### src/rtl/pipe_stage_hs_pkg.sv
// -----------------------------------------------------------------------------
// pipe_pkg: shared definitions for the pipe_stage_hs pipeline register.
//   occ_e          occupancy/state encoding (EMPTY=0, FULL=1, SKID=2)
//   *_W_DEF        default payload / control / bubble-counter widths
//   cnt_saturated  true when a counter of the given width is at its maximum
// -----------------------------------------------------------------------------
package pipe_pkg;

    typedef enum logic [1:0] {
        OCC_EMPTY = 2'd0,
        OCC_FULL  = 2'd1,
        OCC_SKID  = 2'd2
    } occ_e;

    localparam int unsigned DATA_W_DEF = 32;
    localparam int unsigned CTRL_W_DEF = 8;
    localparam int unsigned CNT_W_DEF  = 16;

    // cnt is the counter value zero-extended to 64 bits; width is its real width.
    function automatic logic cnt_saturated(input logic [63:0] cnt, input int unsigned width);
        logic [63:0] max_v;
        max_v = (width >= 64) ? '1 : ((64'd1 << width) - 64'd1);
        return cnt == max_v;
    endfunction

endpackage

### src/rtl/pipe_stage_hs_if.sv
// -----------------------------------------------------------------------------
// pipe_stage_hs_if: one valid/ready beat channel (payload + control field).
//   valid  beat present          (master -> slave)
//   ready  beat accepted         (slave  -> master)
//   data   opaque payload        (master -> slave)
//   ctrl   control field         (master -> slave)
// -----------------------------------------------------------------------------
interface pipe_stage_hs_if
    import pipe_pkg::*;
#(
    parameter int unsigned DATA_W = DATA_W_DEF,
    parameter int unsigned CTRL_W = CTRL_W_DEF
) ();

    logic              valid;
    logic              ready;
    logic [DATA_W-1:0] data;
    logic [CTRL_W-1:0] ctrl;

    modport master (output valid, output data, output ctrl, input  ready);
    modport slave  (input  valid, input  data, input  ctrl, output ready);

endinterface

### src/rtl/pipe_stage_hs_skid_slot.sv
// -----------------------------------------------------------------------------
// pipe_skid_slot: a single valid + data + ctrl storage entry.
//   clock, reset_0        rising-edge clock, async active-low reset
//   load                  capture load_data/load_ctrl, set valid
//   clear                 drop the entry (valid=0, ctrl=0, data held); wins over load
//   load_data, load_ctrl  value captured on load
//   valid, data, ctrl     stored entry
// -----------------------------------------------------------------------------
module pipe_skid_slot #(
    parameter int unsigned DATA_W = 32,
    parameter int unsigned CTRL_W = 8
) (
    input  logic              clock,
    input  logic              reset_0,
    input  logic              load,
    input  logic              clear,
    input  logic [DATA_W-1:0] load_data,
    input  logic [CTRL_W-1:0] load_ctrl,
    output logic              valid,
    output logic [DATA_W-1:0] data,
    output logic [CTRL_W-1:0] ctrl
);

    // ctrl is zeroed whenever the entry is dropped so an empty slot is a bubble;
    // data is left as-is to avoid needless toggling.
    always_ff @(posedge clock or negedge reset_0) begin
        if (!reset_0) begin
            valid <= 1'b0;
            data  <= '0;
            ctrl  <= '0;
        end else if (clear) begin
            valid <= 1'b0;
            ctrl  <= '0;
        end else if (load) begin
            valid <= 1'b1;
            data  <= load_data;
            ctrl  <= load_ctrl;
        end
    end

endmodule

### src/rtl/pipe_stage_hs.sv
// -----------------------------------------------------------------------------
// pipe_stage_hs: inter-stage pipeline register with valid/ready handshake,
// flush and a saturating starvation counter.
//   clock       rising-edge clock
//   reset_0     async active-low reset
//   up          upstream channel (slave): in_valid/in_ready/in_data/in_ctrl
//   dn          downstream channel (master): out_valid/out_ready/out_data/out_ctrl
//   flush       synchronous kill of every held beat, highest priority
//   occupancy   beats held (0, 1, or 2 with skid)
//   bubble_cnt  cycles with downstream ready and nothing to give, saturating
// Build option: define PIPE_STAGE_SKID_EN for the 2-entry variant whose
// in_ready comes straight from a flop; otherwise 1-entry with a combinational
// in_ready = !out_valid | out_ready.
// -----------------------------------------------------------------------------
module pipe_stage_hs
    import pipe_pkg::*;
#(
    parameter int unsigned DATA_W = DATA_W_DEF,
    parameter int unsigned CTRL_W = CTRL_W_DEF,
    parameter int unsigned CNT_W  = CNT_W_DEF
) (
    input  logic             clock,
    input  logic             reset_0,
    pipe_stage_hs_if.slave   up,
    pipe_stage_hs_if.master  dn,
    input  logic             flush,
    output logic [1:0]       occupancy,
    output logic [CNT_W-1:0] bubble_cnt
);

    occ_e              state_q;
    occ_e              state_d;
    logic              in_ready;
    logic              accept;
    logic              emit;

    logic              main_valid;
    logic              main_load;
    logic              main_clear;
    logic [DATA_W-1:0] main_data;
    logic [CTRL_W-1:0] main_ctrl;
    logic [DATA_W-1:0] main_src_data;
    logic [CTRL_W-1:0] main_src_ctrl;

    logic [CNT_W-1:0]  bubble_q;

`ifdef PIPE_STAGE_SKID_EN
    logic              skid_valid;
    logic              skid_load;
    logic              skid_clear;
    logic              main_from_skid;
    logic [DATA_W-1:0] skid_data;
    logic [CTRL_W-1:0] skid_ctrl;

    // Ready depends only on the skid flop, so no path from dn.ready to up.ready.
    assign in_ready      = ~skid_valid;
    assign main_src_data = main_from_skid ? skid_data : up.data;
    assign main_src_ctrl = main_from_skid ? skid_ctrl : up.ctrl;
`else
    assign in_ready      = ~main_valid | dn.ready;
    assign main_src_data = up.data;
    assign main_src_ctrl = up.ctrl;
`endif

    assign up.ready = in_ready;
    assign accept   = up.valid & in_ready;
    assign emit     = main_valid & dn.ready;

    always_ff @(posedge clock or negedge reset_0) begin
        if (!reset_0) begin
            state_q <= OCC_EMPTY;
        end else begin
            state_q <= state_d;
        end
    end

    always_comb begin
        state_d    = state_q;
        main_load  = 1'b0;
        main_clear = 1'b0;
`ifdef PIPE_STAGE_SKID_EN
        skid_load      = 1'b0;
        skid_clear     = 1'b0;
        main_from_skid = 1'b0;
`endif
        if (flush) begin
            state_d    = OCC_EMPTY;
            main_clear = 1'b1;
`ifdef PIPE_STAGE_SKID_EN
            skid_clear = 1'b1;
`endif
        end else begin
            case (state_q)
                OCC_EMPTY: begin
                    if (accept) begin
                        main_load = 1'b1;
                        state_d   = OCC_FULL;
                    end
                end
                OCC_FULL: begin
                    if (accept && emit) begin
                        main_load = 1'b1;
                    end else if (emit) begin
                        main_clear = 1'b1;
                        state_d    = OCC_EMPTY;
                    end
`ifdef PIPE_STAGE_SKID_EN
                    else if (accept) begin
                        skid_load = 1'b1;
                        state_d   = OCC_SKID;
                    end
`endif
                end
`ifdef PIPE_STAGE_SKID_EN
                OCC_SKID: begin
                    // Older beat leaves main; skid beat moves up so order is kept.
                    if (emit) begin
                        main_load      = 1'b1;
                        main_from_skid = 1'b1;
                        skid_clear     = 1'b1;
                        state_d        = OCC_FULL;
                    end
                end
`endif
                default: begin
                    state_d    = OCC_EMPTY;
                    main_clear = 1'b1;
                end
            endcase
        end
    end

    pipe_skid_slot #(
        .DATA_W (DATA_W),
        .CTRL_W (CTRL_W)
    ) u_main (
        .clock     (clock),
        .reset_0   (reset_0),
        .load      (main_load),
        .clear     (main_clear),
        .load_data (main_src_data),
        .load_ctrl (main_src_ctrl),
        .valid     (main_valid),
        .data      (main_data),
        .ctrl      (main_ctrl)
    );

`ifdef PIPE_STAGE_SKID_EN
    pipe_skid_slot #(
        .DATA_W (DATA_W),
        .CTRL_W (CTRL_W)
    ) u_skid (
        .clock     (clock),
        .reset_0   (reset_0),
        .load      (skid_load),
        .clear     (skid_clear),
        .load_data (up.data),
        .load_ctrl (up.ctrl),
        .valid     (skid_valid),
        .data      (skid_data),
        .ctrl      (skid_ctrl)
    );
`endif

    always_ff @(posedge clock or negedge reset_0) begin
        if (!reset_0) begin
            bubble_q <= '0;
        end else if (dn.ready && !main_valid &&
                     !cnt_saturated(64'(bubble_q), CNT_W)) begin
            bubble_q <= bubble_q + CNT_W'(1);
        end
    end

    assign dn.valid   = main_valid;
    assign dn.data    = main_data;
    assign dn.ctrl    = main_ctrl;
    assign occupancy  = state_q;
    assign bubble_cnt = bubble_q;

endmodule

### src/flat_wrapper.sv
// flat-port wrapper written by rule: the top's interface ports become plain ports
module pipe_stage_hs_flat import pipe_pkg::*;
#(
    parameter int unsigned DATA_W = DATA_W_DEF,
    parameter int unsigned CTRL_W = CTRL_W_DEF,
    parameter int unsigned CNT_W  = CNT_W_DEF
)
  (clock, reset_0, flush, occupancy, bubble_cnt, up_valid, up_data, up_ctrl, up_ready, dn_valid, dn_data, dn_ctrl, dn_ready);
  pipe_stage_hs_if #(.DATA_W(DATA_W), .CTRL_W(CTRL_W)) up_i ();
  pipe_stage_hs_if #(.DATA_W(DATA_W), .CTRL_W(CTRL_W)) dn_i ();
  input  logic clock;
  input  logic reset_0;
  input  logic flush;
  output logic [1:0] occupancy;
  output logic [CNT_W-1:0] bubble_cnt;
  input wire logic [$bits(up_i.valid)-1:0] up_valid;
  input wire logic [$bits(up_i.data)-1:0] up_data;
  input wire logic [$bits(up_i.ctrl)-1:0] up_ctrl;
  output wire logic [$bits(up_i.ready)-1:0] up_ready;
  output wire logic [$bits(dn_i.valid)-1:0] dn_valid;
  output wire logic [$bits(dn_i.data)-1:0] dn_data;
  output wire logic [$bits(dn_i.ctrl)-1:0] dn_ctrl;
  input wire logic [$bits(dn_i.ready)-1:0] dn_ready;
  assign up_i.valid = up_valid;
  assign up_i.data = up_data;
  assign up_i.ctrl = up_ctrl;
  assign up_ready = up_i.ready;
  assign dn_valid = dn_i.valid;
  assign dn_data = dn_i.data;
  assign dn_ctrl = dn_i.ctrl;
  assign dn_i.ready = dn_ready;
  pipe_stage_hs #(.DATA_W(DATA_W), .CTRL_W(CTRL_W), .CNT_W(CNT_W)) u_core (.clock(clock), .reset_0(reset_0), .up(up_i), .dn(dn_i), .flush(flush), .occupancy(occupancy), .bubble_cnt(bubble_cnt));
endmodule
### config.mk
export PLATFORM = sky130hd
export DESIGN_NAME = pipe_stage_hs_flat
export DESIGN_NICKNAME = d
export VERILOG_FILES = /design/src/rtl/pipe_stage_hs_pkg.sv /design/src/rtl/pipe_stage_hs_if.sv /design/src/rtl/pipe_stage_hs_skid_slot.sv /design/src/rtl/pipe_stage_hs.sv /design/src/flat_wrapper.sv
export SDC_FILE = /design/constraint.sdc
export NUM_CORES = 1
export LEC_CHECK = 0
export CORE_AREA = 2 2 76 78
export DETAILED_ROUTE_END_ITERATION = 8
export DIE_AREA = 0 0 78 80
export PLACE_DENSITY_LB_ADDON = 0.25
export SLEW_MARGIN = 30
export SYNTH_ARGS = -nofsm -noshare
export SYNTH_HDL_FRONTEND = slang
export SYNTH_SLANG_ARGS = --single-unit
### constraint.sdc
create_clock -name clock -period 4.2 [get_ports clock]
set_input_delay 0.84 -clock clock [delete_from_list [all_inputs] [get_ports clock]]
set_output_delay 0.84 -clock clock [all_outputs]
set_load 0.02 [all_outputs]
==> run metrics, run 1 <==
syn_nets 219; Reg2Reg Depth 4; Routed WL 5230 microns; drc violations 0; outcome finished clean; Final setup viols 0; die footprint 6240 sq um; DRT iter0 DRCs 62; clock tree buffer depth 2; root buffer cell clkbuf_8; Mapped Area approximately 2400 sq um; initial antenna violation count 0; Slew HR 0.493; total inserted antenna cells 0; CP required around 3.4 ns; skew final ~0.0055 ns; mean cell area of the mapped netlist 13.7 sq um; PwrDens 503 nW/um^2; Reg-to-Reg End u_core.bubble_cnt[1]; top cells by area, synth dfrtp_1 (61%), mux2_2 (15%), xor2_1 (4.8%); total congestion overflow 0; Max Slew Vio Count 0; area post-placement 3480 sq um; Finished Cell Area 3680 sq um; post-synth cell types 32; Max H-tree Level 3; Static Leak around 1.6 nW; Worst-Skew Late Latency 0.31 ns; Detailed Place HPWL 3720 microns; total track usage 0.181; DR vias 1773; Synth area leader dfrtp_1; final worst path period need around 3.0 ns; HP Start u_core.u_main.data[10]; CTS tree built; crit path cell chain clkdlybuf4s50_1 -> nand2b_1 -> clkdlybuf4s50_1; chip height 80 microns; Final Power 1.85 mW; Max IR drop VDD 0.000291 V; clk slew on worst S/H paths 0.06 ns; largest net degree at the start of global routing 41; CP endpoint kind primary output; Yosys warning total 0; CP Class input pin to primary output; period utilization 0.707; setup bufs post-CTS 0; hold path cells 1; WL per Instance between 10 and 15 microns; WP data arrival 2.13 ns; Max-cap violations 0; vias in the first global route 1852; most common flop cell mapped by yosys dfrtp_1; CP max stage cell clkdlybuf4s50_1; Hold Vio Cnt, Final 0; Max Clock Freq ~340 MHz; clk sinks 58; drt pass-1 iters 4; hold slack 0.504 ns; first-pass GRT wire length about 8700 microns; Die W 78 microns; fin nets approximately 330; Setup TNS Final 0 ns; Seq cells post-synth 58; Crit Reg-Reg Startpoint u_core.bubble_cnt[0]; Worst Hold Endpoint u_core.u_main.data[10]; post-CTS sizing 0; Yosys top cell area share 0.611; CP top delay family buffers and inverters; Core ar. 5410 sq um; Final ANT Viol Nets 0; Hold WC Path Type register to register; worst slew pin tran 0.758 ns; CTS Hold Bufs 0; EDFF count, synth 0; share of layout cells above drive strength 1 0.189; Mapped Cells 173; RSZ-0062 raised after global routing no; CTS Buf Count 9; Core Rows 27; I/O pin count 105; post-route insts no fill 358; Syn-to-layout area delta 54.8%; largest fanout on the critical path 4; r2r setup slk 2.11 ns; Seq/Total Area, Yosys 0.611; Cell Count Post-Placement around 340; vias per inst ~5.0; initial core utilization 0.440; final RePlAce weighted congestion about 0.73; Port Buf Inserts ~100; startpoint types input pin; crit path buf inv count 2; asr flop ratio synth 1.00; most frequent CP cell clkdlybuf4s50_1; max incr delay on CP 0.61 ns
## flip-flops by register name, summed over array words and instances, names as in the netlist
signal / cells
u_core.u_main.data: 32
u_core.occupancy: 1
u_core.bubble_cnt: 16
u_core.u_main.valid: 1
u_core.u_main.ctrl: 8
## cell usage after synthesis, types with 3 or more instances
cell type / number
dfrtp_1: 58
mux2_2: 32
nand4_1: 5
nor3_1: 7
a22o_1: 8
inv_1: 3
nand2_1: 7
buf_4: 4
xor2_1: 13
nor2_1: 9
nand3_1: 4
and3_1: 3
## routing by layer
metal | GRT usage | wire length, microns
met3 | 0.0633 | 437
met5 | 0 | 0
met4 | 0.0842 | 66
met2 | 0.292 | 2500
met1 | 0.219 | 2230
## cells in the final DEF, fill, tap and decap left out, types with 5 or more instances in the layout
cell             Yosys  final
nor2_1               9      9
clkbuf_8             0     12
xor2_1              13     13
dfrtp_1             58     58
nand4_1              5      5
nor3_1               7      7
clkdlybuf4s50_1      0    102
a22o_1               8      8
mux2_2              32     32
nand2_1              7      7
## power breakdown
| group | total (mW) | internal, mW | switching [mW] |
|---|---|---|---|
| clock | 0.520 | 0.319 | 0.201 |
| sequential | 0.752 | 0.666 | 0.0862 |
| combinational | 0.578 | 0.314 | 0.264 |
| total | 1.85 | 1.30 | 0.551 |
## cell type report
class                           count  area [sq um]
Fill cell                         402          1730
Sequential cell                    58          1450
Timing Repair Buffer              105          1040
Multi-Input combinational cell    105           882
Clock buffer                       13           169
Tap cell                           72          90.1
Clock inverter                      2          35.0
Inverter                            3          11.3
## how the worst max path moves through the flow
stage | start | end | slack (ns) | depth (start not counted)
2_1_floorplan | dn_ready | u_core.u_main.data[29] | 2.10 | 5
3_3_place_gp | dn_ready | up_ready | 1.26 | 3
3_5_place_dp | dn_ready | up_ready | 1.23 | 3
4_1_cts | dn_ready | up_ready | 1.23 | 3
5_1_grt | dn_ready | up_ready | 1.18 | 3
6_report | dn_ready | up_ready | 1.23 | 3
## kinds of logic (layout without fill, tap and decap cells)
| kind of cell | after synthesis | in the layout | synth area share |
|---|---|---|---|
| buf+inv | 10 | 123 | 0.0258 |
| mux | 35 | 35 | 0.167 |
| fa+ha+maj | 1 | 1 | 0.00526 |
| flops | 58 | 58 | 0.611 |
| simple gates | 40 | 40 | 0.0868 |
| other cells | 1 | 1 | 0.00158 |
| xor+xnor | 14 | 14 | 0.0516 |
| compound gates | 14 | 14 | 0.0516 |
## metrics by stage
step                      utilization  worst slack [ns]
final                           0.681              1.23
after global routing            0.681              1.18
after CTS                       0.681              1.23
after detailed placement        0.643              1.23
after global placement          0.641              1.26
after floorplan                     -              2.10
No activity file was read; power rests on OpenSTA's default activity.
==> inputs of run 2 (changes only) <==
CORE_AREA = 2 2 83 85   (was 2 2 76 78)
DIE_AREA = 0 0 85 87   (was 0 0 78 80)
clock period = 2.62 ns   (was 4.2 ns; I/O delays follow)
==> run metrics, run 2 (synthesis gave the netlist of run 1 again) <==
Crit Reg-Reg Startpoint u_core.bubble_cnt[1]; clk sinks 58; largest net degree at the start of global routing 36; root buffer cell clkbuf_8; Die W 85 microns; Static Leak 1.60 nW; Core ar. roughly 6600 sq um; Slew HR 0.628; hold slack 0.195 ns; CTS tree built; Max-cap violations 0; most frequent CP cell clkdlybuf4s50_1; die footprint 7400 sq um; post-CTS sizing 0; vias per inst 4.77; largest reg by FF count u_core.u_main.data; worst slew pin tran 0.558 ns; total track usage 0.147; Max Clock Freq 427 MHz; Reg2Reg Depth 5; CP top delay family buffers and inverters; Max IR drop VDD 0.000506 V; Final ANT Viol Nets 0; Routed WL around 5400 microns; CP max stage cell clkdlybuf4s50_1; first-pass GRT wire length 8380 microns; vias in the first global route 1718; final RePlAce weighted congestion approximately 0.78; total congestion overflow 0; startpoint types input pin; crit path cell chain clkdlybuf4s50_1 -> nand2b_1 -> clkdlybuf4s50_1; RSZ-0062 raised after global routing no; final worst path period need about 2.3 ns; CP Class input pin to primary output; DR vias 1759; CTS Hold Bufs 0; Final setup viols 0; largest fanout on the critical path 4; most frequent cells in the layout clkdlybuf4s50_1 (102), dfrtp_1 (58), mux2_2 (32); total inserted antenna cells 0; CP required 2.10 ns; chip height roughly 87 microns; Reg-to-Reg End u_core.bubble_cnt[1]; Finished Cell Area 3680 sq um; drt pass-1 iters 4; Port Buf Inserts 103; Hold WC Path Type input pin to asynchronous set/reset pin; PwrDens 765 nW/um^2; clk slew on worst S/H paths 0.06 ns; fin nets 330; skew final 0.00766 ns; initial antenna violation count 0; Syn-to-layout area delta 54.7%; max FFs per register 32; Core Rows 30; Layout Utilization 0.560; FILL cells 558; I/O pin count 105; Final Power 2.81 mW; Setup TNS Final 0 ns; Hold Vio Cnt, Final 0; clock tree buffer depth 2; Max H-tree Level 3; Worst-Skew Late Latency between 0.3 and 0.4 ns; drc violations 0; initial core utilization 0.362; max incr delay on CP 0.60 ns; area post-placement 3510 sq um; Detailed Place HPWL 3960 microns; DRT iter0 DRCs 51; setup bufs post-CTS 0; period utilization 0.893; outcome finished clean; r2r setup slk 0.61 ns; Max Slew Vio Count 0; share of layout cells above drive strength 1 0.190; crit path buf inv count 2; CTS Buf Count 9; most common cell after layout, fill and taps aside clkdlybuf4s50_1; worst setup path start dn_ready; CP endpoint kind primary output; WL per Instance 14.5 microns; WP data arrival around 1.8 ns
## run 2: cell types whose count changed in the layout (fill, tap and decap cells not counted), sizes merged
cell / change
clkinv: +2
bufinv: -1
buf: +2
## run 2: final cells by class
cell class | count | area (sq um) | area share
Sequential cell | 58 | 1450 | 0.395
Timing Repair Buffer | 107 | 1080 | 0.294
Tap cell | 80 | 100 | 0.0272
Inverter | 3 | 11.3 | 0.00306
Clock buffer | 13 | 149 | 0.0405
Multi-Input combinational cell | 105 | 871 | 0.237
Clock inverter | 3 | 15.0 | 0.00408
## run 2: through the flow
step | setup slack [ns] | instances
6_report | 0.280 | 369
5_1_grt | 0.263 | 369
4_1_cts | 0.282 | 369
3_5_place_dp | 0.257 | 353
3_3_place_gp | 0.297 | 353
2_1_floorplan | 0.749 | 173
## run 2: layer usage
metal,part of all wire,up-vias,track usage
met5,0,-,0
met4,0.017,0,0.0823
met3,0.056,8,0.0436
met2,0.49,57,0.225
met1,0.44,864,0.187
li1,-,830,-
## run 2: how the worst max path moves through the flow
stage / to / slack (ns) / cells past startpoint
2_1_floorplan: u_core.bubble_cnt[1] / 0.75 / 5
3_3_place_gp: u_core.u_main.data[1] / 0.30 / 6
3_5_place_dp: u_core.u_main.data[8] / 0.26 / 6
4_1_cts: up_ready / 0.28 / 3
5_1_grt: up_ready / 0.26 / 3
6_report: up_ready / 0.28 / 3
## run 2: power by group
group          switching, mW  internal (mW)
Sequential             0.138           1.07
Clock                  0.311          0.365
Combinational          0.421          0.510
Total                  0.870           1.94
## run 2: worst reg2reg max path, cell delays in order (launching register included)
cell and delay (ns):
dfrtp_1 0.42, ha_1 0.22, nand4_1 0.13, o41ai_2 0.57, buf_4 0.26, mux2_4 0.30
==> inputs of run 3 (changes only) <==
CORE_AREA = 2 2 72 74   (was 2 2 83 85)
DIE_AREA = 0 0 74 76   (was 0 0 85 87)
DONT_BUFFER_PORTS = 1   (was default)
SKIP_LAST_GASP = 1   (was default)
SYNTH_HIERARCHICAL = 1   (was default)
==> run metrics, run 3 <==
outcome finished clean; most frequent cells in the layout dfrtp_1 (58), mux2_4 (31), clkbuf_8 (12), nor2_1 (12), xor2_1 (9); largest reg by FF count u_core/u_main/data; worst slew pin tran 0.491 ns; Seq/Total Area, Yosys 0.555; mean cell area of the mapped netlist ~15 sq um; vias in the first global route 1537; PwrDens 930 nW/um^2; first-pass GRT wire length 8070 microns; met3 GRT Util 0.0807; Max Clock Freq 479 MHz; final RePlAce weighted congestion 0.775; grt met2 use 0.325; hold slack 0.0620 ns; drc violations 0; most common cell after layout, fill and taps aside dfrtp_1; drt pass-1 iters 4; max FFs per register 32; total track usage 0.195; initial antenna violation count 0; Worst-Skew Late Latency 0.32 ns; asr flop ratio synth 1.00; Die W 74 microns; Synth area leader dfrtp_1; startpoint types register; top cells by area, synth dfrtp_1 (56%), mux2_4 (18%), mux2i_1 (3.1%); Core ar. 4910 sq um; die footprint 5620 sq um; met1 global-route usage 0.208; skew final between 0.005 and 0.006 ns; Yosys top cell area share 0.555; total congestion overflow 0; Setup TNS Final 0 ns; total inserted antenna cells 0; I/O pin count 105; CP endpoint kind register; chip height 76 microns; most common flop cell mapped by yosys dfrtp_1; Yosys warning total 6; Detailed Place HPWL about 3600 microns; syn_nets 224; most common cell in the netlist dfrtp_1; DR vias 1435; Seq cells post-synth 58; clk sinks 58; Syn-to-layout area delta 8.57%; RSZ-0062 raised after global routing no; period utilization 0.796; root buffer cell clkbuf_8; Mapped Cells 178; Static Leak about 1.3 nW; Max IR drop VDD 0.000509 V; Mapped Area 2610 sq um; Final setup viols 0; most frequent cells after synthesis dfrtp_1 (58), mux2_4 (31), nor2_1 (12); WP data arrival 2.29 ns; clock tree buffer depth 2; EDFF count, synth 0; vias per inst 5.52; Port Buf Inserts 0; CP required 2.83 ns; Core Rows 26; DRT iter0 DRCs 100; clk slew on worst S/H paths 0.06 ns; WL per Instance 19.9 microns; largest net degree at the start of global routing roughly 60; Hold Vio Cnt, Final 0; largest fanout on the critical path 32; Routed WL 5160 microns; fin nets 231; initial core utilization 0.532; CP Class register to register; GR peak layer met2; CTS tree built; FILL cells approximately 390; final worst path period need 2.09 ns; CTS Buf Count 9; Max-cap violations 0; Max H-tree Level 3; Max Slew Vio Count 0; share of layout cells above drive strength 1 0.311; post-synth cell types 35; Final Power about 2.6 mW; Final ANT Viol Nets 0; Slew HR 0.670; Hold WC Path Type input pin to asynchronous set/reset pin
## run 3: cell types whose count changed after synthesis, sizes merged, moves of 2 or more
cell / change
a22o: -8
nor4b: +3
mux2i: +7
nor3: -3
nor2: +5
xnor2: +5
xor2: -4
nor4: +2
and3: -2
## run 3: through the flow
stage          cell area [sq um]   util  worst slack, ns  cells
3_5_place_dp                2630  0.535            0.537    243
5_1_grt                     2840  0.578            0.396    260
4_1_cts                     2840  0.578            0.510    260
3_3_place_gp                2630  0.535            0.565    243
2_1_floorplan               2610      -            0.563    178
6_report                    2840  0.578            0.534    260
## run 3: layer usage
metal	share of wire	up-vias	wire length, microns
met5	0	-	0
met4	0.015	0	78
met3	0.091	8	472
met2	0.53	68	2760
met1	0.36	725	1850
li1	-	634	-
## run 3: report_power, final
group / switching [mW] / total (mW) / leakage [nW] / internal [mW]
clock: 0.320 / 0.738 / 0.0965 / 0.418
sequential: 0.424 / 1.51 / 0.728 / 1.08
combinational: 0.147 / 0.393 / 0.477 / 0.246
## run 3: cell families after synthesis
logic type / after synthesis / share of synthesized area
other: 1 / 0.00143
adder cells (fa/ha/maj): 1 / 0.00479
XOR/XNOR: 15 / 0.0503
buffers and inverters: 9 / 0.0416
multiplexers: 41 / 0.217
AND/OR/NAND/NOR: 50 / 0.120
flip-flops: 58 / 0.555
AO/OA/AOI/OAI: 3 / 0.00909
## run 3: final cells by class
cell class,instances,area (sq um),area share
clock inverters,2,10.0,0.00353
well taps,70,87.6,0.0309
inverters,2,7.51,0.00265
repair buffers,3,55.1,0.0194
flip-flops and latches,58,1450,0.511
clock buffers,14,173,0.0608
multi-input cells,111,1050,0.371
## run 3: path summary, 6_finish.rpt
check                                          start                      to  slack [ns]  cells after the start
worst min-delay path                         reset_0   u_core/u_main/data[2]        0.06                      1
max in group asynchronous                    reset_0    u_core/bubble_cnt[1]        2.32                      1
worst max-delay path             u_core/u_main/valid  u_core/u_main/data[27]        0.53                      6
worst min register to register  u_core/bubble_cnt[7]    u_core/bubble_cnt[7]        0.66                      1
worst max register to register   u_core/u_main/valid  u_core/u_main/data[27]        0.53                      6
min in group clock                       up_data[20]  u_core/u_main/data[20]        0.34                      1
## run 3: repair_timing
item | CTS | global route
endpoints found under the hold margin | 58 | 0
resized for setup | 0 | 0
hold buffers | 1 | 0
setup buffers | 0 | 0
## run 3: worst max-delay path: stages, from the launching register on
cell	delay, ns
dfrtp_1	0.51
nand2b_1	0.30
nand2_1	0.09
nor3_1	0.24
nor2b_4	0.21
buf_12	0.25
mux2_2	0.37
